### src/rtl/fpdiv_pkg.sv
// Shared types and constants for the Newton-Raphson floating-point divider.
// Builder functions return 64-bit words; callers size-cast to their own format width.
package fpdiv_pkg;

  typedef enum logic [2:0] {
    ST_IDLE,
    ST_SEED,
    ST_ITER_A,
    ST_ITER_B,
    ST_QMUL,
    ST_ROUND,
    ST_DONE
  } state_t;

  localparam logic [1:0] EXC_NONE    = 2'b00;
  localparam logic [1:0] EXC_INVALID = 2'b01;
  localparam logic [1:0] EXC_DIVZERO = 2'b10;
  localparam logic [1:0] EXC_RANGE   = 2'b11;

  // Seed line X0 = 48/17 - 32/17*D, as fixed point with f fraction bits.
  function automatic logic [63:0] c48_17(input int f);
    return (64'd48 << f) / 64'd17;
  endfunction

  function automatic logic [63:0] c32_17(input int f);
    return (64'd32 << f) / 64'd17;
  endfunction

  function automatic logic [63:0] fp_inf(input int exp_w, input int frac_w, input logic sign);
    return (64'(sign) << (exp_w + frac_w)) | (((64'd1 << exp_w) - 64'd1) << frac_w);
  endfunction

  function automatic logic [63:0] fp_zero(input int exp_w, input int frac_w, input logic sign);
    return 64'(sign) << (exp_w + frac_w);
  endfunction

  function automatic logic [63:0] fp_qnan(input int exp_w, input int frac_w);
    return fp_inf(exp_w, frac_w, 1'b0) | (64'd1 << (frac_w - 1));
  endfunction

endpackage

### src/rtl/fpdiv_classify.sv
// Operand classifier: zero (subnormals flushed), infinity, NaN and the hidden-bit mantissa.
module fpdiv_classify #(
  parameter int EXP_W  = 8,
  parameter int FRAC_W = 23
) (
  input  logic [EXP_W+FRAC_W-1:0] mag,
  output logic                    is_zero,
  output logic                    is_inf,
  output logic                    is_nan,
  output logic [FRAC_W:0]         mant
);

  logic [EXP_W-1:0]  exp_f;
  logic [FRAC_W-1:0] frac_f;

  assign exp_f   = mag[EXP_W+FRAC_W-1:FRAC_W];
  assign frac_f  = mag[FRAC_W-1:0];
  assign is_zero = (exp_f == '0);
  assign is_inf  = (&exp_f) && (frac_f == '0);
  assign is_nan  = (&exp_f) && (frac_f != '0);
  assign mant    = {1'b1, frac_f};

endmodule

### src/rtl/fpdiv_nr_pipe_ctrl.sv
// Multi-cycle floating-point divider: Newton-Raphson reciprocal of mB/2, then one multiply by mA.
// A single shared fixed-point multiplier and subtractor are sequenced by the FSM.
module fpdiv_nr_pipe_ctrl
  import fpdiv_pkg::*;
#(
  parameter int EXP_W    = 8,
  parameter int FRAC_W   = 23,
  parameter int NR_ITERS = 3,
  parameter int GUARD    = 6
) (
  input  logic                    CLOCK,
  input  logic                    RESET,
  input  logic [EXP_W+FRAC_W:0]   InputA,
  input  logic [EXP_W+FRAC_W:0]   InputB,
  input  logic                    in_valid,
  output logic                    in_ready,
  output logic [EXP_W+FRAC_W:0]   AbyB,
  output logic [1:0]              EXCEPTION,
  output logic                    DONE,
  input  logic                    out_ready
);

  localparam int N  = 1 + EXP_W + FRAC_W;
  localparam int F  = FRAC_W + 1 + GUARD;
  localparam int W  = F + 2;
  localparam int EW = EXP_W + 2;

  localparam logic [W-1:0]         C48       = W'(c48_17(F));
  localparam logic [W-1:0]         C32       = W'(c32_17(F));
  localparam logic [W-1:0]         TWO       = W'(64'd2 << F);
  localparam logic signed [EW-1:0] BIAS_M1   = EW'((2 ** (EXP_W - 1)) - 2);
  localparam logic signed [EW-1:0] E_MAX     = EW'((2 ** EXP_W) - 1);
  localparam logic signed [EW-1:0] E_ZERO    = '0;
  localparam logic [2:0]           LAST_ITER = 3'(NR_ITERS - 1);
  localparam logic [N-1:0]         QNAN      = N'(fp_qnan(EXP_W, FRAC_W));

  state_t                 state;
  logic [2:0]             iter_cnt;
  logic [FRAC_W:0]        ma_reg, mb_reg;
  logic [W-1:0]           x_reg, t_reg, q_reg;
  logic signed [EW-1:0]   e_reg;
  logic                   s_reg;

  logic                   a_zero, a_inf, a_nan, b_zero, b_inf, b_nan;
  logic [FRAC_W:0]        a_mant, b_mant;
  logic                   sign_in;

  fpdiv_classify #(.EXP_W(EXP_W), .FRAC_W(FRAC_W)) u_cls_a (
    .mag(InputA[N-2:0]), .is_zero(a_zero), .is_inf(a_inf), .is_nan(a_nan), .mant(a_mant)
  );
  fpdiv_classify #(.EXP_W(EXP_W), .FRAC_W(FRAC_W)) u_cls_b (
    .mag(InputB[N-2:0]), .is_zero(b_zero), .is_inf(b_inf), .is_nan(b_nan), .mant(b_mant)
  );

  assign sign_in  = InputA[N-1] ^ InputB[N-1];
  assign in_ready = (state == ST_IDLE) && !RESET;

  // Special operands resolve at accept time in priority order.
  logic           spec_hit;
  logic [N-1:0]   spec_word;
  logic [1:0]     spec_exc;

  always_comb begin
    spec_hit  = 1'b1;
    spec_word = QNAN;
    spec_exc  = EXC_NONE;
    if (a_nan || b_nan || (a_zero && b_zero) || (a_inf && b_inf)) begin
      spec_exc = EXC_INVALID;
    end else if (a_inf) begin
      spec_word = N'(fp_inf(EXP_W, FRAC_W, sign_in));
    end else if (b_zero) begin
      spec_word = N'(fp_inf(EXP_W, FRAC_W, sign_in));
      spec_exc  = EXC_DIVZERO;
    end else if (a_zero || b_inf) begin
      spec_word = N'(fp_zero(EXP_W, FRAC_W, sign_in));
    end else begin
      spec_hit = 1'b0;
    end
  end

  logic [W-1:0]   ma_fx, d_fx, mul_a, mul_b, mul_res, sub_res;
  logic [2*W-1:0] prod;

  assign ma_fx = W'({ma_reg, {(GUARD + 1){1'b0}}});
  assign d_fx  = W'({mb_reg, {GUARD{1'b0}}});

  always_comb begin
    mul_a = d_fx;
    mul_b = C32;
    case (state)
      ST_ITER_A: begin mul_a = d_fx;   mul_b = x_reg; end
      ST_ITER_B: begin mul_a = x_reg;  mul_b = t_reg; end
      ST_QMUL:   begin mul_a = ma_fx;  mul_b = x_reg; end
      default:   ;
    endcase
  end

  // Products are truncated back to F fraction bits.
  assign prod    = {{W{1'b0}}, mul_a} * {{W{1'b0}}, mul_b};
  assign mul_res = W'(prod >> F);
  assign sub_res = ((state == ST_SEED) ? C48 : TWO) - mul_res;

  logic [W-1:0]         qn;
  logic [FRAC_W:0]      kept;
  logic [FRAC_W+1:0]    rsum;
  logic [FRAC_W-1:0]    rfrac;
  logic signed [EW-1:0] e_fin;
  logic [N-1:0]         round_word;
  logic [1:0]           round_exc;

  always_comb begin
    qn    = q_reg[W-1] ? (q_reg >> 1) : q_reg;
    kept  = (FRAC_W + 1)'(qn >> (GUARD + 1));
    rsum  = {1'b0, kept} + (FRAC_W + 2)'(qn[GUARD]);
    rfrac = rsum[FRAC_W+1] ? rsum[FRAC_W:1] : rsum[FRAC_W-1:0];
    e_fin = e_reg + $signed(EW'(q_reg[W-1])) + $signed(EW'(rsum[FRAC_W+1]));
    round_word = {s_reg, e_fin[EXP_W-1:0], rfrac};
    round_exc  = EXC_NONE;
    if (e_fin >= E_MAX) begin
      round_word = N'(fp_inf(EXP_W, FRAC_W, s_reg));
      round_exc  = EXC_RANGE;
    end else if (e_fin <= E_ZERO) begin
      round_word = N'(fp_zero(EXP_W, FRAC_W, s_reg));
      round_exc  = EXC_RANGE;
    end
  end

  always_ff @(posedge CLOCK) begin
    if (RESET) begin
      state     <= ST_IDLE;
      iter_cnt  <= '0;
      AbyB      <= '0;
      EXCEPTION <= EXC_NONE;
      DONE      <= 1'b0;
    end else begin
      case (state)
        ST_IDLE: if (in_valid) begin
          if (spec_hit) begin
            AbyB      <= spec_word;
            EXCEPTION <= spec_exc;
            DONE      <= 1'b1;
            state     <= ST_DONE;
          end else begin
            ma_reg <= a_mant;
            mb_reg <= b_mant;
            s_reg  <= sign_in;
            e_reg  <= $signed({2'b00, InputA[N-2:FRAC_W]}) - $signed({2'b00, InputB[N-2:FRAC_W]}) + BIAS_M1;
            state  <= ST_SEED;
          end
        end
        ST_SEED: begin
          x_reg    <= sub_res;
          iter_cnt <= '0;
          state    <= ST_ITER_A;
        end
        ST_ITER_A: begin
          t_reg <= sub_res;
          state <= ST_ITER_B;
        end
        ST_ITER_B: begin
          x_reg <= mul_res;
          if (iter_cnt == LAST_ITER) begin
            state <= ST_QMUL;
          end else begin
            iter_cnt <= iter_cnt + 3'd1;
            state    <= ST_ITER_A;
          end
        end
        ST_QMUL: begin
          q_reg <= mul_res;
          state <= ST_ROUND;
        end
        ST_ROUND: begin
          AbyB      <= round_word;
          EXCEPTION <= round_exc;
          DONE      <= 1'b1;
          state     <= ST_DONE;
        end
        ST_DONE: if (out_ready) begin
          DONE  <= 1'b0;
          state <= ST_IDLE;
        end
        default: state <= ST_IDLE;
      endcase
    end
  end

endmodule

### config.mk
export PLATFORM = sky130hd
export DESIGN_NAME = fpdiv_nr_pipe_ctrl
export DESIGN_NICKNAME = d
export VERILOG_FILES = /design/src/rtl/fpdiv_pkg.sv /design/src/rtl/fpdiv_classify.sv /design/src/rtl/fpdiv_nr_pipe_ctrl.sv
export SDC_FILE = /design/constraint.sdc
export NUM_CORES = 2
export LEC_CHECK = 0
export ABC_AREA = 1
export CAP_MARGIN = 10
export CORE_MARGIN = 1.5
export CORE_UTILIZATION = 35
export CTS_CLUSTER_SIZE = 14
export DETAILED_ROUTE_END_ITERATION = 12
export GPL_ROUTABILITY_DRIVEN = 0
export SYNTH_ARGS = -nofsm -noshare
export SYNTH_HDL_FRONTEND = slang
export SYNTH_SLANG_ARGS = --single-unit
export TNS_END_PERCENT = 30
### constraint.sdc
create_clock -name CLOCK -period 14.3 [get_ports CLOCK]
set_input_delay 1.43 -clock CLOCK [delete_from_list [all_inputs] [get_ports CLOCK]]
set_output_delay 1.43 -clock CLOCK [all_outputs]
set_load 0.03 [all_outputs]
; After elaboration in Yosys (flattened, before gate mapping)
; Cells that the tools add are included.
[totals]
reg_bits = 194
latchBits = 0
mem_bits_rw = 0
mem_bits_ro = 0
inputBits = 68
out_inout_bits = 36
wordCells = 107
memories = 0
[classes]
addsub = 7
mul = 1
n_div = 0
magnitude_cmp = 2
n_eq_ne = 11
shift = 0
muxes = 38
bitwise = 3
n_reduce_logical = 33
[op_table]
columns = op, count
row1 = 32-bit one-hot mux with 2 select lines, 4
row2 = 32-bit two-way mux, 6
row3 = 31-bit two-way mux, 3
row4 = 32-bit by 32-bit multiplier with 62-bit output, 1
row5 = 23-bit logical NOT, 2
row6 = 23-bit nonzero test, 2
row7 = 32-bit subtractor, 1
row8 = 30-bit two-way mux, 1
row9 = 24-bit by 1-bit adder with 25-bit output, 1
row10 = 23-bit two-way mux, 1
row11 = 3-bit one-hot mux with 7 select lines, 1
row12 = 10-bit by 2-bit adder with 10-bit output, 2
row13 = 8-bit logical NOT, 2
row14 = 8-bit AND reduction, 2
row15 = 3-bit two-way mux, 5
row16 = 2-bit two-way mux, 7
row17 = "9-bit by 8-bit adder with 10-bit output, second input constant", 1
row18 = "10-bit by 9-bit >= comparator with 1-bit output, second input constant", 1
row19 = "10-bit by 1-bit less-or-equal comparator with 1-bit output, second input constant", 1
row20 = 2-bit AND reduction, 5
row21 = "3-bit by 2-bit == test with 1-bit output, second input constant", 3
row22 = "3-bit == test, second input constant", 3
row23 = 8-bit by 8-bit subtractor with 9-bit output, 1
row24 = "2-bit != test, second input constant", 4
row25 = 17 further kinds, 35

; Depth between registers and ports, before layout
[logic_depth]
ltp_word = 10
ltp_mapped = 56

; Cells and area by module
; Synthesis repeated with hierarchy kept, for this count alone.
[hier_totals]
hier_cells = 5432
area_unflattened_um2 = 43970.9
[by_module_without_submodules]
columns = mod, n_inst, cells_each, area_each_um2, seq_area_each_um2
row1 = fpdiv_nr_pipe_ctrl, 1, 5312, 43297.8, 5295.1
row2 = fpdiv_classify, 2, 60, 336.6, 0.0

; Worst setup path after synthesis
; No wires, ideal clock.
[synth_timing]
kind = register to register
start = reg state[2]
end = reg t_reg[28], data pin
setup_time_ns = 0.255
t_arrival_ns = 9.070
required_time_ns = 14.045
setup_slack_ns = 4.975
path_stages_with_launch = 44
cell_sequence = dfxtp_1 inv_2 nand3_4 inv_2 clkbuf_1 clkbuf_1 clkbuf_1 nand2_1 nand3_1 clkbuf_1 nand2_1 fa_1 inv_1 fa_1 fa_1 inv_1 fa_1 inv_1 (+8 left out) nor2_1 nand2_1 o31ai_1 nand3_1 nand2_1 nand3_1 nand2_1 xor2_1 inv_1 ha_1 inv_1 nor2_1 nand2_1 nor3_1 nand3_1 nand3_1 nand2_1 and2_1
[synth_between]
elab_chain_len = 5
[synth_rtl]
columns = element, line_no
row1 = "start, declared", fpdiv_nr_pipe_ctrl.sv:37  ; state_t state;
row2 = "start signal, assigned", fpdiv_nr_pipe_ctrl.sv:130  ; state <= ST_IDLE;
row3 = "start signal, assigned", fpdiv_nr_pipe_ctrl.sv:142  ; state <= ST_DONE;
row4 = "start signal, assigned", fpdiv_nr_pipe_ctrl.sv:148  ; state <= ST_SEED;
row5 = 3-bit == test or 3-bit by 2-bit == test with 1-bit output (tied branches), fpdiv_nr_pipe_ctrl.sv:90  ; case (state)
row6 = 2-bit OR reduction (no source line), n/a
row7 = 32-bit one-hot mux with 2 select lines, fpdiv_nr_pipe_ctrl.sv:90
row8 = 32-bit by 32-bit multiplier with 62-bit output *, fpdiv_nr_pipe_ctrl.sv:99  ; assign prod = {{W{1'b0}}, mul_a} * {{W{1'b0}}, mul_b};
row9 = via prod[53], fpdiv_nr_pipe_ctrl.sv:82  ; logic [2*W-1:0] prod;
row10 = 32-bit subtractor *, fpdiv_nr_pipe_ctrl.sv:101  ; assign sub_res = ((state == ST_SEED) ? C48 : TWO) - mul_res;
row11 = via sub_res[28], fpdiv_nr_pipe_ctrl.sv:81  ; logic [W-1:0] ma_fx, d_fx, mul_a, mul_b, mul_res, sub_res;
row12 = "end signal, assigned", fpdiv_nr_pipe_ctrl.sv:157  ; t_reg <= sub_res;
row13 = "end, declared", fpdiv_nr_pipe_ctrl.sv:40  ; logic [W-1:0] x_reg, t_reg, q_reg;
; Mark *: on every way through the listed nets, which the timed path passes. The rest lies on a longest branch.
; A chain may end at the register's enable or synchronous reset.

; Worst setup path after layout
[layout_timing]
start = reg state[2]
end = reg t_reg[27], data pin
; Same word-level chain as after synthesis.

==> run summary <==
Hold WC Path Type - register to register
CP arrival - 12430 ps
Initial DRC count - 2740
# H-tree levels - 4
DRC - 0
Crit Path Class - register to register
Cell row count - 130
R2r setup slk - 2060 ps
# diodes - 0
Ratio of cells with drive above 1 in the final layout - 3.805%
Post-Syn Nets - 6865
DR pass1 iterations - 5
Post_cts resized - 0
R2R Path Start - state[2]$_SDFFE_PP0P_
Share of the synthesized area in the top cell type - 40.36%
CTS clk-pin slew, worst paths - 70 ps
Yosys top cell by area - fa_1
IO buf count - 103
Async SR Flop Fraction - 0%
Setup bufs post-CTS - 0
Vias in the first global route - 37360
RSZ-0062 raised after global routing - false
Post-synth EDFFs - 147
Die ar. - 129100 µm²
R2R cell count - 38
Slew Viols, Final - 0
Relative slew slack - 18.86%
Core area - 125700 µm²
Initial core utilization - 35.35%
CTS tree - done
Post-Syn Area - 44450 µm²
Min Tclk post-route - 12240 ps
Max-Cap Viols - 0
Via count - 35640
Synth cell types - 55
Syn Area/Cell - 7.900 µm²
Status - finished, final reports clean
Final worst path period share - 85.61%
Synth area leaders - fa_1 40%, inv_1 13%, nand2_1 12%
First-pass GRT wire length - 211.8 mm
Clock skew after layout - 9.953 ps
Post-synthesis sequential area ratio - 11.78%
Die Ht - 359.4 µm
Clock root cell - clkbuf_16
Final net count - 6850
CP required - 14490 ps
Setup violators final - 0
Clk buf depth - 2
Clock Sinks - 188
CTS buffer count - 17
Via/cell ratio - 4.900
Tot GR Track Use - 21.03%
Final hold slack - 472.1 ps
Area Growth Syn to Fin - 7.823%
I/O pins - 104
Hold buffer count at cts - 0
Antenna violations before repair - 0
Mapped Cells - 5626
Slowest cell delay on critical path - 1110 ps
Top-count cell post-synth - inv_1
DR WL/cell - 18.28 µm
Worst-Margin Slew - 1210 ps
Largest net degree at the start of global routing - 57
Ys flop type - edfxtp_1
Clk Latency, worst-skew pair - 440 ps
WL final - 133.0 mm
DP HPWL - 105.5 mm
Crit path to - t_reg[27]$_DFFE_PP_
Horiz. Die Dim - 359.4 µm
Congestion Overflow GR - 0
Slowest library cell on the worst path - clkinv_1
Commonest cells in the netlist - 1563 x inv_1, 1445 x nand2_1, 896 x fa_1
CP Launch Type - register
ANT nets after route - 0
Fillers - 13010
Synth Register Bits - 188
Crit path from - state[2]$_SDFFE_PP0P_
Worst R2R End - t_reg[27]$_DFFE_PP_
CP most frequent cell - fa_1
Ys Warns - 0
Setup TNS - 0 ps
Final Hold Vio Count - 0
Worst Path Max Fanout - 37
Crit. End Element - register
Max Freq - 81.69 MHz
[worst min-delay path by stage]
stage | startpoint | to | cells after the start
3_5_place_dp | AbyB[18]$_SDFFE_PP0P_ | AbyB[18]$_SDFFE_PP0P_ | 2
5_1_grt | AbyB[0]$_SDFFE_PP0P_ | AbyB[0]$_SDFFE_PP0P_ | 2
6_report | AbyB[0]$_SDFFE_PP0P_ | AbyB[0]$_SDFFE_PP0P_ | 2
2_1_floorplan | iter_cnt[0]$_SDFFE_PP0P_ | iter_cnt[0]$_SDFFE_PP0P_ | 1
3_3_place_gp | AbyB[0]$_SDFFE_PP0P_ | AbyB[0]$_SDFFE_PP0P_ | 2
4_1_cts | AbyB[0]$_SDFFE_PP0P_ | AbyB[0]$_SDFFE_PP0P_ | 2
[critical path, delay by kind of cell (launching register included)]
family	cells	cell delay [ps]
AO/OA/AOI/OAI	4	1250
buffers and inverters	9	2330
flip-flops	1	430
XOR/XNOR	1	600
adder cells (fa/ha/maj)	10	4830
AND/OR/NAND/NOR	14	2520
[cells in the final DEF (no fill, tap or decap), drive strengths merged, types with 103 or more instances in the layout]
cell | synthesis | layout
nand3 | 142 | 142
ha | 275 | 275
clkdlybuf4s50 | 0 | 103
a21oi | 162 | 162
o21ai | 131 | 131
inv | 1586 | 1593
fa | 896 | 896
edfxtp | 147 | 147
nand2 | 1466 | 1466
nor2 | 276 | 276
[through the flow]
step	utilization [%]	worst slack (ps)	instances	area [µm²]
finish	38.11	2058	7274	47920
global route	38.11	1434	7274	47920
CTS	38.11	2246	7274	47920
detailed placement	37.65	2321	7242	47340
global placement	37.65	2495	7242	47340
floorplan	-	4975	5626	44450
[routing by layer]
layer	track usage [%]	wire [µm]
met1	28.19	55820
met2	35.62	63560
met3	2.461	9346
met4	6.174	4226
met5	0	0
[cell families (layout without fill, tap and decap cells)]
logic type	Yosys count	after routing	synth area share (%)
AOI/OAI and AO/OA	374	374	4.758
xor gates and xnor gates	74	74	1.509
adders and majority gates	1171	1171	48.10
buffers and inverters	1809	1807	15.33
DFF	188	188	11.78
muxes	10	10	0.2252
and+or+nand+nor	2000	2000	18.30
[final cells by class]
type                       count  area, µm²  share of cell area, %
timing repair buffer         180       1609                  3.358
clock buffer                  17      425.4                 0.8877
sequential                   188       5235                  10.92
clock inverter                15      158.9                 0.3316
tap                         1650       2064                  4.308
inverter                    1595       5987                  12.49
multi-input combinational   3629      32440                  67.70
Power is left out: the tool's default activity adds up to more than one toggle a clock period on the data nets, which glitch-free logic cannot reach.
